--- src/rtl/adc_reader_pkg.sv ---
// Shared types and sizing constants for the serial ADC readout stage.
// Holds the FSM state encoding, default word/clock geometry and counter widths.
package adc_reader_pkg;

    typedef enum logic [1:0] {
        IDLE = 2'd0,
        LOW  = 2'd1,
        HIGH = 2'd2,
        DONE = 2'd3
    } state_t;

    localparam int DEF_BITS      = 16;
    localparam int DEF_SCLK_HALF = 8;

    // A counter for n values needs clog2(n) bits, but never fewer than one.
    function automatic int cnt_width(input int n);
        return (n > 1) ? $clog2(n) : 1;
    endfunction

    localparam int DEF_BIT_CNT_W   = cnt_width(DEF_BITS);
    localparam int DEF_PHASE_CNT_W = cnt_width(DEF_SCLK_HALF);

endpackage

--- src/rtl/sync_edge.sv ---
// Two-flop synchronizer for an asynchronous input, with one-cycle rise/fall
// pulses derived from the synchronized level.
module sync_edge
    import adc_reader_pkg::*;
(
    input  logic clk,
    input  logic res,
    input  logic i_d,
    output logic o_q,
    output logic o_rise,
    output logic o_fall
);

    logic r_meta;
    logic r_sync;
    logic r_prev;

    // Synchronizer chain plus one history flop for edge detection.
    always_ff @(posedge clk) begin
        if (res) begin
            r_meta <= 1'b0;
            r_sync <= 1'b0;
            r_prev <= 1'b0;
        end else begin
            r_meta <= i_d;
            r_sync <= r_meta;
            r_prev <= r_sync;
        end
    end

    assign o_q    = r_sync;
    assign o_rise = r_sync & ~r_prev;
    assign o_fall = ~r_sync & r_prev;

endmodule

--- src/rtl/adc_serial_reader.sv ---
// Serial ADC readout: waits for the end of the data-ready pulse, clocks one
// MSB-first word in on SCLK1 and presents it with a one-cycle valid strobe.
module adc_serial_reader
    import adc_reader_pkg::*;
#(
    parameter int BITS      = DEF_BITS,
    parameter int SCLK_HALF = DEF_SCLK_HALF
) (
    input  logic            clk,
    input  logic            res,
    input  logic            enable,
    input  logic            nDRDY,
    input  logic            SDIN1,
    output logic            SCLK1,
    output logic [BITS-1:0] sample_data,
    output logic            sample_valid,
    output logic            busy,
    output logic            overrun,
    input  logic            overrun_clr
);

    localparam int BIT_W = cnt_width(BITS);
    localparam int PH_W  = cnt_width(SCLK_HALF);
    localparam logic [BIT_W-1:0] BIT_LAST = BIT_W'(BITS - 1);
    localparam logic [PH_W-1:0]  PH_LAST  = PH_W'(SCLK_HALF - 1);

    logic w_drdy_ev;
    logic w_drdy_rise;
    logic w_sdin;
    logic w_sdin_rise;
    logic w_sdin_fall;
    logic w_unused;

    state_t r_state;
    state_t w_state_next;
    logic   w_start;
    logic   w_shift_en;
    logic   w_phase_end;
    logic   w_counting;

    logic [PH_W-1:0]  r_phase;
    logic [BIT_W-1:0] r_bit_cnt;
    logic [BITS-1:0]  r_shift;
    logic [BITS-1:0]  r_sample_data;
    logic             r_sample_valid;
    logic             r_sclk;
    logic             r_busy;
    logic             r_overrun;

    sync_edge u_sync_drdy (
        .clk    (clk),
        .res    (res),
        .i_d    (nDRDY),
        .o_q    (),
        .o_rise (w_drdy_rise),
        .o_fall (w_drdy_ev)
    );

    sync_edge u_sync_sdin (
        .clk    (clk),
        .res    (res),
        .i_d    (SDIN1),
        .o_q    (w_sdin),
        .o_rise (w_sdin_rise),
        .o_fall (w_sdin_fall)
    );

    assign w_unused    = w_drdy_rise ^ w_sdin_rise ^ w_sdin_fall;
    assign w_counting  = (r_state == LOW) || (r_state == HIGH);
    assign w_phase_end = w_counting && (r_phase == PH_LAST);

    // State register.
    always_ff @(posedge clk) begin
        if (res) begin
            r_state <= IDLE;
        end else begin
            r_state <= w_state_next;
        end
    end

    // Next-state decode; the bit is captured on the last HIGH cycle, just
    // before SCLK1 falls and the ADC moves to its next bit.
    always_comb begin
        w_state_next = r_state;
        w_start      = 1'b0;
        w_shift_en   = 1'b0;
        case (r_state)
            IDLE: begin
                if (w_drdy_ev && enable) begin
                    w_state_next = LOW;
                    w_start      = 1'b1;
                end else begin
                    w_state_next = IDLE;
                end
            end
            LOW: begin
                if (w_phase_end) begin
                    w_state_next = HIGH;
                end else begin
                    w_state_next = LOW;
                end
            end
            HIGH: begin
                if (w_phase_end) begin
                    w_shift_en = 1'b1;
                    if (r_bit_cnt == BIT_LAST) begin
                        w_state_next = DONE;
                    end else begin
                        w_state_next = LOW;
                    end
                end else begin
                    w_state_next = HIGH;
                end
            end
            DONE: begin
                w_state_next = IDLE;
            end
            default: begin
                w_state_next = IDLE;
            end
        endcase
    end

    // Half-period and bit counters plus the input shift register.
    always_ff @(posedge clk) begin
        if (res) begin
            r_phase   <= {PH_W{1'b0}};
            r_bit_cnt <= {BIT_W{1'b0}};
            r_shift   <= {BITS{1'b0}};
        end else begin
            if (w_counting && !w_phase_end) begin
                r_phase <= r_phase + PH_W'(1);
            end else begin
                r_phase <= {PH_W{1'b0}};
            end
            if (w_start) begin
                r_bit_cnt <= {BIT_W{1'b0}};
            end else if (w_shift_en) begin
                r_bit_cnt <= r_bit_cnt + BIT_W'(1);
            end
            if (w_shift_en) begin
                r_shift <= {r_shift[BITS-2:0], w_sdin};
            end
        end
    end

    // Outputs are registered from the next state so they line up with it.
    always_ff @(posedge clk) begin
        if (res) begin
            r_sclk         <= 1'b0;
            r_busy         <= 1'b0;
            r_sample_valid <= 1'b0;
            r_sample_data  <= {BITS{1'b0}};
        end else begin
            r_sclk         <= (w_state_next == HIGH);
            r_busy         <= (w_state_next == LOW) || (w_state_next == HIGH);
            r_sample_valid <= w_shift_en && (w_state_next == DONE);
            if (w_shift_en && (w_state_next == DONE)) begin
                r_sample_data <= {r_shift[BITS-2:0], w_sdin};
            end
        end
    end

    // Sticky overrun: any data-ready event outside IDLE; clear wins over set.
    always_ff @(posedge clk) begin
        if (res) begin
            r_overrun <= 1'b0;
        end else if (overrun_clr) begin
            r_overrun <= 1'b0;
        end else if (w_drdy_ev && (r_state != IDLE)) begin
            r_overrun <= 1'b1;
        end
    end

    assign SCLK1        = r_sclk;
    assign busy         = r_busy;
    assign sample_valid = r_sample_valid;
    assign sample_data  = r_sample_data;
    assign overrun      = r_overrun;

endmodule
--- config.mk ---
export PLATFORM = sky130hd
export DESIGN_NAME = adc_serial_reader
export DESIGN_NICKNAME = d
export VERILOG_FILES = /design/src/rtl/adc_reader_pkg.sv /design/src/rtl/sync_edge.sv /design/src/rtl/adc_serial_reader.sv
export SDC_FILE = /design/constraint.sdc
export NUM_CORES = 1
export LEC_CHECK = 0
export CAP_MARGIN = 0
export CORE_ASPECT_RATIO = 1.25
export CORE_MARGIN = 2
export CORE_UTILIZATION = 55
export DETAILED_ROUTE_END_ITERATION = 16
export DONT_BUFFER_PORTS = 1
export GPL_ROUTABILITY_DRIVEN = 0
export HOLD_SLACK_MARGIN = 0.02
export PLACE_DENSITY_LB_ADDON = 0.12
export SLEW_MARGIN = 20
export SYNTH_ARGS = -nofsm -noshare
export SYNTH_HDL_FRONTEND = slang
export SYNTH_SLANG_ARGS = --single-unit
--- constraint.sdc ---
create_clock -name clk -period 2.1 [get_ports clk]
set_clock_uncertainty 0.15 [all_clocks]
set_input_delay 0.21 -clock clk [delete_from_list [all_inputs] [get_ports clk]]
set_output_delay 0.21 -clock clk [all_outputs]
set_load 0.01 [all_outputs]
==> impl_metrics.csv, run 1 <==
group,metric,value,unit
yosys,synthCells,208,
floorplan,core,3220,µm²
clocking,cts-root-buf,"clkbuf_8",
cells_and_area,area_delta_synth_final,16.2,%
sta,setup_violations,0,
sta,tightest_slew,0.283,ns
pwr,p_total,1.64,mW
yosys,yosysMostFrequentCell,"nand2_1",
place,dp_hpwl,2030,µm
route,dr.first_iter.drc_count,42,
grt,grt_pass1_wl,5460,µm
clocking,cts.sinks,49,
yosys,yosysTopAreaCell,"dfxtp_1",
worst_setup_path,crit_path_start_kind,"flip-flop",
sta,maxSlewViolCount,0,
floorplan,die_h,69.3,µm
yosys,synth_edf_count,0,
cells_and_area,n_fill_cell,269,
floorplan,num_rows,23,
cells_and_area,fin_cells,253,
grt,grt_pass1_vias,1287,
run_status,outcome,"finished, final reports clean",
yosys,syn_avg_cell_area,9.01,µm²
floorplan,io_pins,26,
cells_and_area,fin_nets,229,
cells_and_area,fin_util,67.6,%
clocking,insertion_delay,0.30,ns
yosys,ys_warn_count,0,
min_path,holdCritPathClass,"in2reg",
yosys,syn-num-nets,222,
grt,gr-usage-all-layers,17.6,%
place,dp_cells,237,
clocking,htree_levels,2,
route,drt_pass1_iterations,4,
place,io_buffers,0,
worst_setup_path,crit_type,"reg2reg",
cells_and_area,n_antenna_cell,0,
clocking,cts_made_buffers,5,
grt,grt-ovfl-total,0,
floorplan,dieArea,3890,µm²
yosys,yosys-top-cells-count,"nand2_1, dfxtp_1, a21oi_1, ha_1, nor2b_1",
route,drt-vias-per-instance,5.30,
floorplan,start_util,58.2,%
sta,hold_viol,0,
route,drc_errors,0,
yosys,synth-async-reset-ratio,0,%
grt,grt_max_degree,45,
worst_setup_path,cp.required,2.18,ns
yosys,synth_cell_types,31,
yosys,synth-seq-cells,49,
sta,rsz0062_at_grt,"yes",
yosys,syn_area,1870,µm²
route,ant_nets,0,
sta,max_freq,482,MHz
yosys,synthFlopType,"dfxtp_1",
yosys,synth_seq_area_share,52.3,%
pwr,power_density,754,nW/µm²
pwr,p_leak,0.758,nW
sta,fin_crit_sh,98.8,%
route,via_count,1341,
yosys,synthTopCellsByArea,"dfxtp_1, nand2_1, a21oi_1, ha_1, buf_6",
run,drv_cap,0,
clocking,tritoncts,"built",
route,wirelength,3360,µm
cells_and_area,final_area,2180,µm²
yosys,yosysTopAreaCellShare,52.3,%
worst_setup_path,worstSetupEndpointType,"flip-flop",
route,route.detailed.wl_per_inst,13.3,µm
worst_setup_path,crit_path_max_fanout,8,
clocking,cts.path.max_buffers,2,
sta,maxSlewHeadroom,81.1,%
floorplan,die_w,56.2,µm
worst_setup_path,arrival,2.16,ns
place,placed_cell_area,1910,µm²
cells_and_area,drive_gt1_share,20.4,%
sta,post-route-min-period,2.07,ns
grt,antenna_found_initial,0,
clocking,clk_pin_slew_worst_paths,0.08,ns
pwr,vdd_drop_max,0.771,mV
==> critical path: stages, from the launching register on <==
cell	delay (ns)
dfxtp_2	0.34
inv_2	0.06
ha_4	0.27
nand2_2	0.06
mux2i_2	0.16
a21oi_2	0.18
ha_2	0.21
and4_4	0.25
clkbuf_16	0.16
nand2_1	0.05
a21oi_1	0.12
==> state kept, by name, indices dropped and copies added, names as in the netlist, 2 cells and up <==
signal       flops
sample_data     16
r_phase          3
r_bit_cnt        4
r_shift         15
r_state          2
==> routing by layer <==
metal  wire length (µm)  part of all wire, %  GRT usage (%)
met1               1390                   41           18.8
met2               1750                   52           31.9
met3                149                  4.4           5.04
met4                 72                  2.1           7.14
met5                  0                    0              0
==> cells in the final DEF, fill, tap and decap left out <==
master	instances
a21oi_2	7
o21ai_0	1
nand3_4	1
and3_1	1
clkbuf_16	1
mux2i_2	1
and4_4	1
ha_1	3
nor3b_1	2
a21oi_1	27
nand2_1	60
nand4_1	2
clkbuf_1	1
dfxtp_1	46
clkbuf_8	6
xor2_1	1
nor2_1	6
nand2_2	5
inv_1	1
buf_12	3
xnor2_1	1
ha_2	1
nand3_1	1
nor3_1	1
dlygate4sd3_1	3
and2_1	2
bufinv_16	1
o21a_1	1
or3_1	1
nand4_2	1
nand2b_1	1
ha_4	4
inv_2	2
mux2i_1	1
a211oi_1	1
nand4b_1	1
dfxtp_2	3
nor2b_1	7
buf_4	7
==> where the power goes <==
part | switching [mW] | total, mW | internal (mW) | leakage, nW
sequential | 0.00176 | 0.934 | 0.933 | 0.397
combinational | 0.0180 | 0.0307 | 0.0126 | 0.302
clock | 0.290 | 0.678 | 0.388 | 0.0585
total | 0.310 | 1.64 | 1.33 | 0.758
==> through the flow <==
step,setup WS (ns),hold WS [ns],setup TNS [ns]
final,0.0255,0.0401,0
after global routing,-0.0805,0.0548,-1.02
after detailed placement,-0.0659,0.130,-0.747
after global placement,0.0236,0.130,0
after CTS,0.00286,0.0365,0
after floorplan,0.00192,0.137,0
==> final cells by class <==
class / count / area (µm²) / area share, %
clock buffers: 7 / 86.3 / 3.96
clock inverters: 1 / 30.0 / 1.38
repair buffers: 14 / 168 / 7.70
multi-input cells: 142 / 852 / 39.1
inverters: 3 / 11.3 / 0.517
well taps: 37 / 46.3 / 2.13
flip-flops and latches: 49 / 985 / 45.2
==> final timing paths <==
kind	startpoint	to	slack [ns]	cells after the start
worst max-delay path	r_state[0]$_SDFF_PP0_	sample_data[15]$_SDFFE_PP0P_	0.03	10
worst min-delay path	res	sample_data[11]$_SDFFE_PP0P_	0.04	2
worst max register to register	r_state[0]$_SDFF_PP0_	sample_data[15]$_SDFFE_PP0P_	0.03	10
worst min register to register	r_phase[0]$_SDFF_PP0_	r_phase[0]$_SDFF_PP0_	0.29	1
==> kinds of logic (layout without fill, tap and decap cells) <==
group / count (synthesis) / in the layout / synth area share [%]
mux: 2 / 2 / 1.07
compound gates: 37 / 37 / 10.9
simple gates: 93 / 93 / 22.8
xor+xnor: 2 / 2 / 0.935
fa+ha+maj: 8 / 8 / 5.34
buf+inv: 17 / 25 / 6.61
flops: 49 / 49 / 52.3
==> timing repair <==
item,4_1_cts,5_1_grt
endpoints found under the setup margin,16,16
setup buffers,1,2
hold endpoints to repair,48,0
pin swaps,1,2
hold buffers,4,0
cloned,0,1
resized for setup,2,9
(Power assumes the default switching activity.)
==> inputs of run 2 (changes only) <==
--- a/config.mk
+++ b/config.mk
@@ -15,4 +15,5 @@
 export HOLD_SLACK_MARGIN = 0.02
 export PLACE_DENSITY_LB_ADDON = 0.12
+export RECOVER_POWER = 25
 export SLEW_MARGIN = 20
 export SYNTH_ARGS = -nofsm -noshare
--- a/constraint.sdc
+++ b/constraint.sdc
@@ -3,3 +3,3 @@
 set_input_delay 0.21 -clock clk [delete_from_list [all_inputs] [get_ports clk]]
 set_output_delay 0.21 -clock clk [all_outputs]
-set_load 0.01 [all_outputs]
+set_load 0.05 [all_outputs]
==> impl_metrics.csv, run 2 (synthesized netlist as in run 1, its figures left out) <==
group,metric,value,unit
run_status,outcome,"finished, final reports clean",
floorplan,dieArea,3890,µm²
cells_and_area,final_area,2140,µm²
place,io_buffers,0,
cells_and_area,largest_reg_flops,16,
worst_setup_path,cp.required,2.19,ns
run,drv_cap,0,
cells_and_area,drive_gt1_share,20.6,%
clocking,insertion_delay,0.31,ns
clocking,tritoncts,"built",
sta,setup_slack,0.0397,ns
floorplan,start_util,58.2,%
worst_setup_path,crit_path_start_kind,"flip-flop",
route,wl_met1,1420,µm
grt,grt_max_degree,45,
route,dr.first_iter.drc_count,34,
min_path,whs_endpoint,"sample_data[11]$_SDFFE_PP0P_",
worst_setup_path,r2r-start,"r_state[1]$_SDFF_PP0_",
place,dp_cells,237,
route,drt_pass1_iterations,5,
cells_and_area,multi_input_area,846,µm²
worst_setup_path,worstRegToRegCells,10,
cells_and_area,n_fill_cell,291,
place,dp_hpwl,2110,µm
route,top_layer,"met4",
route,met3WireLength,128,µm
route,via_count,1333,
sta,hold_viol,0,
sta,maxSlewViolCount,0,
cells_and_area,n_antenna_cell,0,
cells_and_area,regArea,985,µm²
cells_and_area,area_delta_synth_final,14.4,%
clocking,cts_made_buffers,5,
sta,tightest_slew,0.531,ns
grt,antenna_found_initial,0,
min_path,min_path_cells,2,
pwr,vdd_drop_max,0.524,mV
clocking,cts-root-buf,"clkbuf_8",
sta,fin_crit_sh,98.1,%
floorplan,num_rows,23,
route,wirelength,3370,µm
worst_setup_path,crit_path_max_fanout,16,
cells_and_area,fin_nets,227,
floorplan,core,3220,µm²
clocking,htree_levels,2,
worst_setup_path,arrival,2.15,ns
sta,max_freq,485,MHz
cells_and_area,final_common_cell,"nand2_1",
clocking,cts.sinks,49,
grt,gr-usage-all-layers,18.3,%
sta,setup_violations,0,
sta,post-route-min-period,2.06,ns
floorplan,die_h,69.3,µm
route,drc_errors,0,
min_path,holdCritPathClass,"in2reg",
place,place_ws,-0.0745,ns
pwr,p_leak,0.745,nW
clocking,cts.path.max_buffers,2,
sta,maxSlewHeadroom,64.5,%
pwr,power_density,774,nW/µm²
worst_setup_path,worstSetupEndpointType,"flip-flop",
worst_setup_path,crit_type,"reg2reg",
place,placed_cell_area,1910,µm²
route,route.detailed.wl_per_inst,13.4,µm
cells_and_area,layout_common_cells,"nand2_1, dfxtp_1, a21oi_1",
grt,grt_pass1_vias,1334,
worst_setup_path,timing.rr.end,"sample_data[13]$_SDFFE_PP0P_",
floorplan,io_pins,26,
route,ant_nets,0,
worst_setup_path,regToRegSetupSlack,0.04,ns
grt,grt-ovfl-total,0,
min_path,min_from,"res",
clocking,clk_pin_slew_worst_paths,0.09,ns
grt,grt_pass1_wl,5570,µm
route,route.met2.wl,1740,µm
floorplan,die_w,56.2,µm
cells_and_area,fin_cells,251,
route,drt-vias-per-instance,5.31,
run 2: changes by cell type in the layout (fill, tap and decap cells not counted), sizes merged:
cell      change
clkbuf        -2
clkinvlp      +1
buf           -1
run 2: worst max-delay path, stage by stage, from the launching register on:
cell and delay, ns:
dfxtp_2 0.36, inv_2 0.06, ha_4 0.26, nand2_2 0.05, mux2i_1 0.16, a21oi_2 0.19
ha_2 0.21, and4_4 0.22, buf_12 0.14, nand2_2 0.06, a21oi_2 0.12
run 2: repair_timing:
| item | 4_1_cts | 5_1_grt |
|---|---|---|
| hold endpoints to repair | 48 | 0 |
| setup endpoints to repair | 16 | 16 |
| pin swaps | 1 | 3 |
| hold buffers | 4 | 0 |
| setup buffers | 0 | 2 |
| resized for setup | 2 | 9 |
run 2: report_power, final:
part           internal [mW]  switching [mW]
registers              0.933         0.00225
clock network          0.387           0.307
logic                 0.0127          0.0185
run 2: worst max path at each step:
stage | slack [ns] | to | startpoint | cells after the start
detailed placement | -0.07 | sample_data[13]$_SDFFE_PP0P_ | r_state[0]$_SDFF_PP0_ | 9
floorplan | 0.002 | sample_data[10]$_SDFFE_PP0P_ | r_phase[0]$_SDFF_PP0_ | 12
global route | -0.05 | sample_data[5]$_SDFFE_PP0P_ | r_phase[0]$_SDFF_PP0_ | 10
finish | 0.04 | sample_data[13]$_SDFFE_PP0P_ | r_state[1]$_SDFF_PP0_ | 10
CTS | 0.006 | sample_data[13]$_SDFFE_PP0P_ | r_phase[0]$_SDFF_PP0_ | 10
global placement | 0.02 | sample_data[0]$_SDFFE_PP0P_ | r_state[0]$_SDFF_PP0_ | 10
run 2: through the flow:
| step | TNS (ns) | util (%) | hold WS (ns) | total power, mW |
|---|---|---|---|---|
| 6_report | 0 | 66.5 | 0.0397 | 1.66 |
| 5_1_grt | -0.493 | 66.5 | 0.0413 | 1.72 |
| 4_1_cts | 0 | 64.8 | 0.0291 | 1.67 |
| 3_5_place_dp | -0.914 | 59.4 | 0.129 | 0.966 |
| 3_3_place_gp | 0 | 59.4 | 0.130 | 0.965 |
| 2_1_floorplan | 0 | - | 0.137 | 0.976 |
run 2: area by class of cell:
class                      count  share of cell area, %
clock inverter                 2                   1.75
clock buffer                   6                   3.85
multi-input combinational    142                   39.5
timing repair buffer          12                   6.30
tap                           37                   2.16
inverter                       3                  0.525
sequential                    49                   45.9
run 2: per-layer routing:
metal  track usage (%)  vias up
met3              6.53        9
met4              10.3        0
met2              31.0       23
li1                  -      683
met1              19.4      618
met5                 0        -
==> inputs of run 3 (changes only) <==
--- a/constraint.sdc
+++ b/constraint.sdc
@@ -3,3 +3,3 @@
 set_input_delay 0.21 -clock clk [delete_from_list [all_inputs] [get_ports clk]]
 set_output_delay 0.21 -clock clk [all_outputs]
-set_load 0.05 [all_outputs]
+set_load 0.02 [all_outputs]
==> impl_metrics.csv, run 3 (synthesized netlist as in run 1, its figures left out) <==
group,metric,value,unit
pwr,p_leak,0.752,nW
sta,tightest_slew,0.283,ns
pwr,power_density,752,nW/µm²
place,dp_cells,237,
route,dr.first_iter.drc_count,51,
route,wl_met1,1340,µm
route,route.met2.wl,1690,µm
min_path,holdCritPathClass,"in2reg",
worst_setup_path,worstRegToRegCells,10,
sta,rsz0062_at_grt,"yes",
floorplan,io_pins,26,
grt,grt_max_degree,45,
place,dp_hpwl,2040,µm
grt,antenna_found_initial,0,
cells_and_area,n_antenna_cell,0,
clocking,cts-root-buf,"clkbuf_8",
floorplan,start_util,58.2,%
clocking,cts.path.max_buffers,2,
clocking,htree_levels,2,
route,met3WireLength,155,µm
grt,grt_pass1_wl,5330,µm
route,ant_nets,0,
floorplan,die_h,69.3,µm
clocking,clk_pin_slew_worst_paths,0.08,ns
sta,fin_setup_tns,0,ns
pwr,p_total,1.64,mW
cells_and_area,layout_common_cells,"nand2_1, dfxtp_1, a21oi_1",
cells_and_area,fin_cells,252,
sta,post-route-min-period,2.06,ns
route,drc_errors,0,
pwr,vdd_drop_max,0.653,mV
clocking,cts.sinks,49,
route,drt-vias-per-instance,5.31,
cells_and_area,n_fill_cell,267,
route,route.detailed.wl_per_inst,12.7,µm
floorplan,core,3220,µm²
grt,grt_pass1_vias,1305,
sta,setup_violations,0,
cells_and_area,area_delta_synth_final,16.0,%
run_status,outcome,"finished, final reports clean",
clocking,cts_made_buffers,5,
grt,gr-usage-all-layers,17.2,%
cells_and_area,fin_nets,228,
floorplan,num_rows,23,
min_path,min_path_cells,2,
run,drv_cap,0,
cells_and_area,fin_util,67.5,%
worst_setup_path,arrival,2.14,ns
route,via_count,1339,
place,io_buffers,0,
floorplan,die_w,56.2,µm
place,place_ws,-0.0545,ns
clocking,tritoncts,"built",
cells_and_area,final_common_cell,"nand2_1",
cells_and_area,largest_reg_flops,16,
sta,hold_viol,0,
route,drt_pass1_iterations,4,
sta,maxSlewHeadroom,81.1,%
route,top_layer,"met4",
worst_setup_path,crit_path_start_kind,"flip-flop",
route,wirelength,3210,µm
sta,setup_slack,0.0361,ns
cells_and_area,drive_gt1_share,20.5,%
sta,maxSlewViolCount,0,
sta,fin_crit_sh,98.3,%
worst_setup_path,crit_type,"reg2reg",
worst_setup_path,worstSetupEndpointType,"flip-flop",
worst_setup_path,cp.required,2.18,ns
sta,max_freq,485,MHz
grt,grt-ovfl-total,0,
clocking,insertion_delay,0.29,ns
worst_setup_path,crit_path_max_fanout,8,
floorplan,dieArea,3890,µm²
==> run 3: timing repair <==
item | in CTS | in global routing
resized for setup | 2 | 10
cloned | 0 | 1
buffers inserted | 0 | 2
hold endpoints to repair | 48 | 0
endpoints found under the setup margin | 16 | 16
pin swaps | 1 | 2
hold buffers | 4 | 0
==> run 3: cell type report <==
cell class	instances	area, µm²	share of cell area [%]
Inverter	3	11.3	0.518
Timing Repair Buffer	13	160	7.36
Multi-Input combinational cell	142	856	39.4
Clock inverter	1	30.0	1.38
Clock buffer	7	86.3	3.97
Tap cell	37	46.3	2.13
Sequential cell	49	985	45.3
==> run 3: power breakdown <==
part           total, mW  switching [mW]  internal [mW]
Sequential         0.935         0.00194          0.933
Clock              0.671           0.283          0.388
Combinational     0.0306          0.0180         0.0126
Total               1.64           0.303           1.33
==> run 3: final timing paths <==
kind / start / end / slack [ns]
worst min register to register: r_phase[0]$_SDFF_PP0_ / r_phase[0]$_SDFF_PP0_ / 0.29
worst max register to register: r_state[1]$_SDFF_PP0_ / sample_data[15]$_SDFFE_PP0P_ / 0.04
worst max-delay path: r_state[1]$_SDFF_PP0_ / sample_data[15]$_SDFFE_PP0P_ / 0.04
worst min-delay path: res / sample_data[11]$_SDFFE_PP0P_ / 0.05
==> run 3: layer usage <==
metal  global-route usage, %  vias to the layer above
li1                        -                      684
met1                    17.9                      625
met2                    31.5                       28
met3                    5.22                        2
met4                    7.14                        0
met5                       0                        -
==> run 3: worst max-delay path, stage by stage (launching register included) <==
cell	delay, ns
dfxtp_2	0.34
inv_2	0.05
ha_4	0.26
nand2_2	0.06
mux2i_2	0.16
a21oi_2	0.18
ha_2	0.21
and4_4	0.25
clkbuf_16	0.16
nand2_1	0.06
a21oi_1	0.12
==> run 3: per-stage QoR <==
stage / hold slack [ns] / area, µm²
floorplan: 0.137 / 1910
global placement: 0.130 / 1910
detailed placement: 0.131 / 1910
CTS: 0.0349 / 2090
global route: 0.0564 / 2170
finish: 0.0501 / 2170
